===== config.mk =====
export PLATFORM = sky130hd
export DESIGN_NAME = light_tx_framer
export DESIGN_NICKNAME = d
export VERILOG_FILES = /design/src/rtl/light_tx_framer.sv
export SDC_FILE = /design/constraint.sdc
export NUM_CORES = 1
export LEC_CHECK = 0
export BUFFER_PORTS_ARGS = -buffer_cell sky130_fd_sc_hd__buf_2
export CAP_MARGIN = 20
export CELL_PAD_IN_SITES_DETAIL_PLACEMENT = 1
export CELL_PAD_IN_SITES_GLOBAL_PLACEMENT = 2
export CORE_MARGIN = 1.5
export CORE_UTILIZATION = 30
export DETAILED_ROUTE_END_ITERATION = 8
export GPL_TIMING_DRIVEN = 0
export PLACE_DENSITY_LB_ADDON = 0.1
export RECOVER_POWER = 50
export SKIP_LAST_GASP = 1
export SYNTH_ARGS = -nofsm -noshare
export SYNTH_HDL_FRONTEND = slang
export SYNTH_SLANG_ARGS = --single-unit

===== constraint.sdc =====
create_clock -name clock -period 4.7 [get_ports clock]
set_input_delay 1.175 -clock clock [delete_from_list [all_inputs] [get_ports clock]]
set_output_delay 1.175 -clock clock [all_outputs]
set_load 0.01 [all_outputs]

===== src/rtl/light_tx_framer.sv =====
// light_tx_framer: buffered, framed LED transmitter with NRZ or Manchester line coding
module light_tx_framer #(
   parameter int DATA_WIDTH = 8,
   parameter int FIFO_DEPTH = 4,
   parameter int BIT_CYCLES = 4,
   parameter int PARITY_EN  = 1,
   parameter int MANCHESTER = 0
) (
   input  logic                                  clock,
   input  logic                                  reset,
   input  logic                                  enable,
   input  logic [DATA_WIDTH-1:0]                 data,
   input  logic                                  data_valid,
   output logic                                  data_ready,
   output logic                                  led,
   output logic                                  done,
   output logic                                  busy,
   output logic [$clog2(FIFO_DEPTH+1)-1:0]       fifo_count
);
   localparam int PW = $clog2(FIFO_DEPTH);
   localparam int CW = $clog2(FIFO_DEPTH+1);
   localparam int BW = $clog2(BIT_CYCLES);
   localparam int IW = $clog2(DATA_WIDTH+1);
   typedef enum logic [2:0] {IDLE, START, DATA, PARITY, STOP} state_t;
   state_t state, state_n;
   logic [DATA_WIDTH-1:0] mem [FIFO_DEPTH];
   logic [PW-1:0] wr_ptr, rd_ptr;
   logic [BW-1:0] cnt, cnt_n;
   logic [IW-1:0] idx, idx_n;
   logic [DATA_WIDTH-1:0] sh, sh_n;
   logic par, par_n, push, pop, empty, last, load, bit_n, coded, led_n, done_n;
   assign data_ready = fifo_count != CW'(FIFO_DEPTH);
   assign empty      = fifo_count == '0;
   assign push       = data_valid && data_ready;
   assign busy       = state != IDLE;
   // FIFO storage; contents need no reset since the count gates every read
   always_ff @(posedge clock)
      if (push) mem[wr_ptr] <= data;
   // FIFO pointers and occupancy
   always_ff @(posedge clock or posedge reset)
      if (reset) begin
         wr_ptr     <= '0;
         rd_ptr     <= '0;
         fifo_count <= '0;
      end else begin
         if (push) wr_ptr <= wr_ptr + 1'b1;
         if (pop) rd_ptr <= rd_ptr + 1'b1;
         fifo_count <= fifo_count + CW'(push) - CW'(pop);
      end
   // Next state plus the line value for the next cycle, so led is a pure register
   always_comb begin
      state_n = state;
      idx_n   = idx;
      sh_n    = sh;
      par_n   = par;
      pop     = 1'b0;
      load    = 1'b0;
      last    = cnt == BW'(BIT_CYCLES-1);
      case (state)
         IDLE:   load = !empty && enable;
         START:  if (last) begin
                    state_n = DATA;
                    idx_n   = '0;
                 end
         DATA:   if (last) begin
                    sh_n  = sh << 1;
                    idx_n = idx + 1'b1;
                    if (idx == IW'(DATA_WIDTH-1)) state_n = (PARITY_EN != 0) ? PARITY : STOP;
                 end
         PARITY: if (last) state_n = STOP;
         STOP:   if (last) begin
                    state_n = IDLE;
                    load    = !empty && enable;
                 end
         default: state_n = IDLE;
      endcase
      cnt_n = (last || state == IDLE) ? '0 : cnt + 1'b1;
      if (load) begin
         pop     = 1'b1;
         sh_n    = mem[rd_ptr];
         par_n   = ^mem[rd_ptr];
         state_n = START;
      end
      bit_n  = state_n == START ? 1'b1 : state_n == DATA ? sh_n[DATA_WIDTH-1] : state_n == PARITY ? par_n : 1'b0;
      coded  = (MANCHESTER != 0) && (state_n inside {START, DATA, PARITY}) && (cnt_n >= BW'(BIT_CYCLES/2));
      led_n  = bit_n ^ coded;
      done_n = state_n == STOP && cnt_n == BW'(BIT_CYCLES-1);
   end
   // Framer state and registered line outputs
   always_ff @(posedge clock or posedge reset)
      if (reset) begin
         state <= IDLE;
         cnt   <= '0;
         idx   <= '0;
         sh    <= '0;
         par   <= 1'b0;
         led   <= 1'b0;
         done  <= 1'b0;
      end else begin
         state <= state_n;
         cnt   <= cnt_n;
         idx   <= idx_n;
         sh    <= sh_n;
         par   <= par_n;
         led   <= led_n;
         done  <= done_n;
      end
endmodule


* Word-level counts from Yosys, hierarchy flattened
Memories as Yosys holds them, arrays and structs flattened. Cells that the tools add are included.
Operators by class: add/sub/neg operators 6, multipliers 0, divide/modulo/power cells 0, magnitude comparators 0, equality and inequality tests 14, shift-type cells 0, muxes and demuxes 23, bitwise logic cells 0, reductions and logical operators 14
Operator list (number):
- 8-bit 2-to-1 mux | 3
- 3-bit 2-to-1 mux | 6
- 3-bit case mux with 5 select lines | 1
- 3-bit by 2-bit == test with 1-bit output, second input constant | 4
- 1-bit 2-to-1 mux | 8
- 4-bit 2-to-1 mux | 2
- 4-bit case mux with 2 select lines | 1
- 8-bit XOR reduction | 1
- 2-bit by 1-bit adder with 2-bit output, second input constant | 3
- 3-bit by 1-bit == test with 1-bit output, second input constant | 2
- 3-bit == test, second input constant | 2
- 3-bit logical NOT | 2
- 2-bit nonzero test | 3
- 4-bit by 1-bit adder with 4-bit output, second input constant | 1
- 2-bit == test, second input constant | 2
- 4-bit by 3-bit == test with 1-bit output, second input constant | 1
- 2-bit != test, second input constant | 2
- 3-bit by 1-bit adder with 3-bit output | 1
- 1-bit logical AND | 3
- 3-bit != test, second input constant | 1
- 3-bit AND reduction | 1
- 3-bit nonzero test | 1
- 3-bit by 1-bit subtractor with 3-bit output | 1
- 2-bit 2-to-1 mux | 1
- other kinds (4) | 4
Storage, ports and cells: register bits after elaboration 27, bits in latches 0, memory bits (writable) 32, memory bits (read-only) 0, output and inout port bits 7, logic and storage cells 69, memories kept 1
Memory list:
- mem | words 4, width 8, read ports 1, clocked after memory_dff 0, write ports 1, line 26 | logic [DATA_WIDTH-1:0] mem [FIFO_DEPTH];

* Longest topological paths before layout
Gate-level depths: netlist of the first run.
word-level depth 10, depth in mapped cells 12

* Least setup slack after synthesis of the first run
OpenSTA, ideal clock, no wires.
path type input -> register, from input port enable, to register fifo_count[2], library setup time 0.126 ns, arrival time 2.576 ns, required time 4.574 ns, path slack 1.998 ns, stages on the path 8, cells stage by stage nand3_1 inv_2 ha_1 inv_1 ha_1 fa_1 xor2_1 xnor2_1
Between the ends: word-level cells in the longest chain between the ends 5
RTL lines:
- start, declared | line 11 | input logic enable,
- 1-bit logical AND (*) | line 60, 73
- 1-bit 2-to-1 mux | line 71 | STOP: if (last) begin
- 1-bit case mux with 2 select lines (*) | line 59 | case (state)
- via load | line 31 | logic par, par_n, push, pop, empty, last, load, bit_n, coded, led_n, done_n;
- 1-bit 2-to-1 mux (*) | line 78 | if (load) begin
- 3-bit by 1-bit subtractor with 3-bit output (*) | line 48 | fifo_count <= fifo_count + CW'(push) - CW'(pop);
- end signal, assigned | line 48
- end, declared | line 18 | output logic [$clog2(FIFO_DEPTH+1)-1:0] fifo_count
Mark *: on every way through the listed nets, which the timed path passes. The rest lies on a longest branch. A chain may end at the register's enable or synchronous reset.

* Worst setup path after layout of the first run
from register cnt[0], to register fifo_count[2]
Between the ends: word-level cells in the longest chain between the ends 5
RTL lines:
- start, declared | line 28 | logic [BW-1:0] cnt, cnt_n;
- start signal, assigned | line 101 | cnt <= cnt_n;
- 2-bit == test | line 58 | last = cnt == BW'(BIT_CYCLES-1);
- 1-bit 2-to-1 mux | line 71
- 1-bit case mux with 2 select lines | line 59
- via load | line 31
- 1-bit 2-to-1 mux | line 78
- 3-bit by 1-bit subtractor with 3-bit output | line 48
The timed path passes the listed nets, and every way through them passes these cells.

==> impl_metrics.yaml, run 1 <==
run_status:
  status: "finished clean"
power_and_ir_drop:
  ir_drop_mv: 0.238
  p_per_area_nw_per_um2: 654
  p_leak_nw: 1.19
  total_power_mw: 1.99
synthesis:
  synthSimpleGateAreaFrac: 0.0976
  syn_inst: 190
  yosysTopAreaCell: "edfxtp_1"
  synth.distinct_cells: 41
  netlist.area_leader.share: 0.366
  synth_nets: 211
  ys_warn_count: 0
  synth_area_leaders: "edfxtp_1 37%, dfrtp_1 26%, mux4_2 6.9%"
  synthAdderAreaFrac: 0.0457
  synth.most_common_cell: "edfxtp_1"
  synth_ff_type: "edfxtp_1"
  ys_top_cells_by_count: "32 x edfxtp_1, 27 x dfrtp_1, 14 x nor2_1, 12 x nand2_1"
  ys_ff_latch: 59
  synth_top_family_by_area: "simple AND/OR/NAND/NOR gates"
  syn_avg_cell_area_um2: 13.8
  synth_area_um2: 2630
  synth-edff-count: 32
  synth_compound_area_frac: 0.0586
  synthMuxAreaShare: 0.0957
  synthXorXnorAreaFrac: 0.0433
  yosysSeqAreaShare: 0.623
  async_flop_share: 0.458
sta:
  post-route-period-util: 0.621
  worstMarginPinSlew_ns: 1.27
  rsz0062_at_grt: "no"
  fin_crit_ns: 2.92
  relSlewSlack: 0.152
  setup_tns_ns: 0
  finalWorstSetupSlack_ns: 1.78
  drv_slew: 0
  hold_viol: 0
  setup_viol: 0
  fin_worst_skew_ns: 0.0135
  timing.fmax_mhz: 343
worst_setup_path:
  arrival_ns: 3.17
  cpMostUsedCell: "ha_1"
  r2r_slack_ns: 1.78
  slowest_stage: "dfrtp_1"
  critPathMaxStageDelay_ns: 0.41
  cp_top_family: "adder cells"
  worst_setup_path_end_kind: "flip-flop"
  required_ns: 4.95
  rr_startpoint: "cnt[0]"
  rr_worst_depth: 12
  r2r_end: "fifo_count[2]"
  critical_path_class: "reg2reg"
  start_kind: "flip-flop"
  cp_num_cells: 12
  crit_fanout: 9
  path_cells: "ha_1 > buf_2 > nor2b_1 > nor3_1 > nand3_1 > inv_2 > ha_1 > inv_1 > ha_1 > fa_1 > xor2_1 > xnor2_1"
  cp_num_buf_inv: 3
  endpoint: "fifo_count[2]"
  critPathLaunch: "cnt[0]"
routing:
  postRouteAntennaNets: 0
  drc: 0
  drtIter0Drc: 21
  firstDrtPassIters: 4
  via_count: 1566
  route.final.wire_length_um: 5340
  wl_per_cell_um: 16.2
  via_per_inst: 4.75
clock_tree:
  clk_path_buf_depth: 2
  cts_root_buffer: "clkbuf_8"
  cts_made_buffers: 9
  clkTransAtPathRegs_ns: 0.08
  post_cts_resized: 0
  htreeDepth: 3
  cts_num_sinks: 59
  ctsHoldBuffers: 0
  clk_latency_ns: 0.34
  postCtsSetupBuffers: 0
  cts_tree: "yes"
placed_design:
  portBuffers: 18
  placed_area_um2: 2850
  hpwl_um: 3820
  post-place-ws_ns: 1.55
  place_congestion: 0.687
job:
  cap_violations: 0
floorplanning:
  core_um2: 8340
  rows: 33
  die-area_um2: 9330
  start_util: 0.315
  io_pins: 19
  dieHeight_um: 96.6
  fp.dieW_um: 96.6
final_layout:
  drive_above_1_share: 0.182
  finalInstanceArea_um2: 3050
  synthToLayoutAreaGrowth_pct: 16.0
  num_antenna_cells: 0
  final_core_util: 0.365
  nNetsFinal: 241
worst_hold_path:
  hold_class: "reg2reg"
  min_from: "cnt[0]"
global_route:
  grt_start_max_net_pins: 28
  grt_pass1_wl_um: 9150
  grt_pass1_vias: 1775
  track_usage: 0.137
  grt-ovfl-total: 0
  antenna_found_initial: 0
==> report_power, final <==
group          switching (mW)  leakage [nW]  internal (mW)
clock                   0.228         0.105          0.253
sequential             0.0729         0.623          0.702
combinational           0.402         0.461          0.335
==> layer usage <==
layer / global-route usage / up-vias / routed length, um
li1: - / 746 / -
met1: 0.168 / 784 / 2370
met2: 0.221 / 23 / 2640
met3: 0.0360 / 13 / 194
met4: 0.0688 / 0 / 136
met5: 0 / - / 0
==> sequential cells by signal (all words and copies together) (netlist names) <==
register,count
idx,4
sh,8
fifo_count,3
state,3
done,1
wr_ptr,2
rd_ptr,2
mem,32
led,1
cnt,2
par,1
==> cell families after synthesis <==
family / count (synthesis)
buffers and inverters: 20
multiplexers: 15
XOR/XNOR: 13
AO/OA/AOI/OAI: 24
flip-flops: 59
AND/OR/NAND/NOR: 50
adder cells (fa/ha/maj): 9
==> how the worst min path moves through the flow <==
stage | endpoint | slack (ns) | depth (start not counted)
after floorplan | cnt[0] | 0.43 | 1
after global placement | cnt[0] | 0.44 | 1
after detailed placement | cnt[0] | 0.47 | 1
after CTS | cnt[0] | 0.48 | 1
after global routing | cnt[0] | 0.51 | 1
final | cnt[0] | 0.48 | 1
==> per-stage QoR <==
step	cells	hold WS, ns
detailed placement	313	0.468
finish	330	0.482
CTS	329	0.482
global route	330	0.514
global placement	313	0.444
floorplan	190	0.430
==> cell type report <==
cell class	instances	area, um^2
Sequential cell	59	1640
Clock buffer	9	124
Inverter	12	45.0
Timing Repair Buffer	19	82.6
Clock inverter	7	82.6
Multi-Input combinational cell	111	896
Fill cell	915	5290
Buffer	8	50.0
Tap cell	105	131
==> placed cells by master, fill, tap and decap left out, types with 2 or more instances in the layout <==
| cell type | synthesis | final |
|---|---|---|
| a21oi_1 | 7 | 7 |
| a22o_1 | 4 | 4 |
| and3_1 | 4 | 4 |
| buf_2 | 2 | 11 |
| clkbuf_1 | 3 | 14 |
| clkbuf_8 | 1 | 10 |
| clkinv_4 | 0 | 3 |
| dfrtp_1 | 27 | 27 |
| edfxtp_1 | 32 | 32 |
| ha_1 | 8 | 8 |
| inv_1 | 11 | 11 |
| inv_6 | 0 | 3 |
| mux2i_1 | 6 | 6 |
| mux4_2 | 8 | 8 |
| nand2_1 | 12 | 12 |
| nand2b_1 | 4 | 4 |
| nand3_1 | 2 | 2 |
| nor2_1 | 14 | 14 |
| nor3_1 | 4 | 4 |
| nor3b_1 | 2 | 2 |
| o21ai_0 | 5 | 5 |
| o22ai_1 | 2 | 2 |
| xnor2_1 | 11 | 11 |
| xor2_1 | 2 | 2 |
Note: power is estimated with default switching activity, not from simulation.
==> inputs of run 2 (changes only) <==
clock period = 2.7 ns   (was 4.7 ns; I/O delays follow)
==> impl_metrics.yaml, run 2 (same netlist as run 1, synthesis figures left out) <==
run_status:
  status: "finished clean"
sta:
  timing.fmax_mhz: 393
  setup_viol: 0
  finalWorstSetupSlack_ns: 0.159
  worstMarginPinSlew_ns: 1.25
  post-route-period-util: 0.941
  rsz0062_at_grt: "no"
  relSlewSlack: 0.164
  drv_slew: 0
  hold_slack_ns: 0.244
  fin_worst_skew_ns: 0.0137
  hold_viol: 0
  fin_crit_ns: 2.54
routing:
  via_per_inst: 4.76
  wl_per_cell_um: 16.0
  via_count: 1576
  drtIter0Drc: 13
  route.final.wire_length_um: 5310
  postRouteAntennaNets: 0
  firstDrtPassIters: 4
  drc: 0
worst_setup_path:
  worst_setup_path_end_kind: "flip-flop"
  required_ns: 2.95
  crit_fanout: 9
  start_kind: "flip-flop"
  critical_path_class: "reg2reg"
  arrival_ns: 2.79
final_layout:
  layout_commonest_cell: "edfxtp_1"
  fin_cells: 331
  final_cell_mix: "32 x edfxtp_1, 27 x dfrtp_1, 14 x nor2_1"
  largest_reg_flops: 32
  num_antenna_cells: 0
  nNetsFinal: 242
  drive_above_1_share: 0.199
  top_regs: "mem (32), sh (8), idx (4)"
  finalInstanceArea_um2: 3060
  largest_register: "mem"
  synthToLayoutAreaGrowth_pct: 16.6
worst_hold_path:
  hold_class: "in2async"
floorplanning:
  fp.dieW_um: 96.6
  dieHeight_um: 96.6
  rows: 33
  io_pins: 19
  die-area_um2: 9330
  start_util: 0.315
  core_um2: 8340
global_route:
  grt_start_max_net_pins: 28
  grt_pass1_vias: 1786
  antenna_found_initial: 0
  track_usage: 0.137
  grt_pass1_wl_um: 9200
  grt-ovfl-total: 0
clock_tree:
  clk_path_buf_depth: 2
  htreeDepth: 3
  clkTransAtPathRegs_ns: 0.08
  cts_root_buffer: "clkbuf_8"
  cts_num_sinks: 59
  cts_made_buffers: 9
  cts_tree: "yes"
  ctsHoldBuffers: 0
  clk_latency_ns: 0.34
power_and_ir_drop:
  p_per_area_nw_per_um2: 1130
  p_leak_nw: 1.20
  ir_drop_mv: 0.415
  total_power_mw: 3.48
placed_design:
  place_inst: 313
  portBuffers: 18
  hpwl_um: 3820
  placed_area_um2: 2850
  post-place-ws_ns: -0.220
  place_congestion: 0.687
job:
  cap_violations: 0
==> run 2: cell types whose count changed in the layout (fill, tap and decap cells not counted), sizes merged <==
cell	delta
buf	+2
clkbuf	-1
==> run 2: per-layer routing <==
metal  share of wire  GRT usage
met1            0.45      0.168
met2            0.49      0.223
met3           0.028     0.0360
met4           0.025     0.0688
met5               0          0
==> run 2: path summary, 6_finish.rpt <==
path	startpoint	end	slack, ns	cells after the start
hold / removal	reset	fifo_count[1]	0.24	2
setup reg to reg	cnt[0]	fifo_count[2]	0.16	12
setup / recovery	cnt[0]	fifo_count[2]	0.16	12
max in group asynchronous	reset	rd_ptr[1]	1.02	3
min in group clock	cnt[0]	cnt[0]	0.48	1
hold reg to reg	cnt[0]	cnt[0]	0.48	1
==> run 2: area by class of cell <==
cell class | instances | area, um^2
clock inverter | 7 | 82.6
clock buffer | 9 | 124
sequential | 59 | 1640
buffer | 8 | 50.0
tap | 105 | 131
inverter | 12 | 45.0
multi-input combinational | 111 | 903
timing repair buffer | 20 | 91.3
fill | 912 | 5280
==> run 2: stage by stage <==
stage | util | setup TNS, ns
2_1_floorplan | - | 0
3_3_place_gp | 0.342 | -0.0257
3_5_place_dp | 0.342 | -0.220
4_1_cts | 0.368 | 0
5_1_grt | 0.367 | 0
6_report | 0.367 | 0
==> run 2: critical path: stages, from the launching register on <==
cell and delay [ns]:
dfrtp_1 0.41, ha_1 0.21, buf_2 0.18, nor2b_2 0.15
nor3_1 0.07, nand3_2 0.10, inv_2 0.09, ha_1 0.28
inv_1 0.04, ha_1 0.18, fa_1 0.40, xor2_1 0.20
xnor2_1 0.15
==> run 2: timing repair <==
action | in CTS | in global routing
setup endpoints to repair | 1 | 1
pin swaps | 1 | 0
resized for setup | 1 | 1
buffers inserted | 1 | 0
==> run 2: power by group <==
| group | internal (mW) | switching (mW) |
|---|---|---|
| registers | 1.22 | 0.127 |
| clock network | 0.440 | 0.396 |
| logic | 0.589 | 0.701 |
| total | 2.25 | 1.22 |
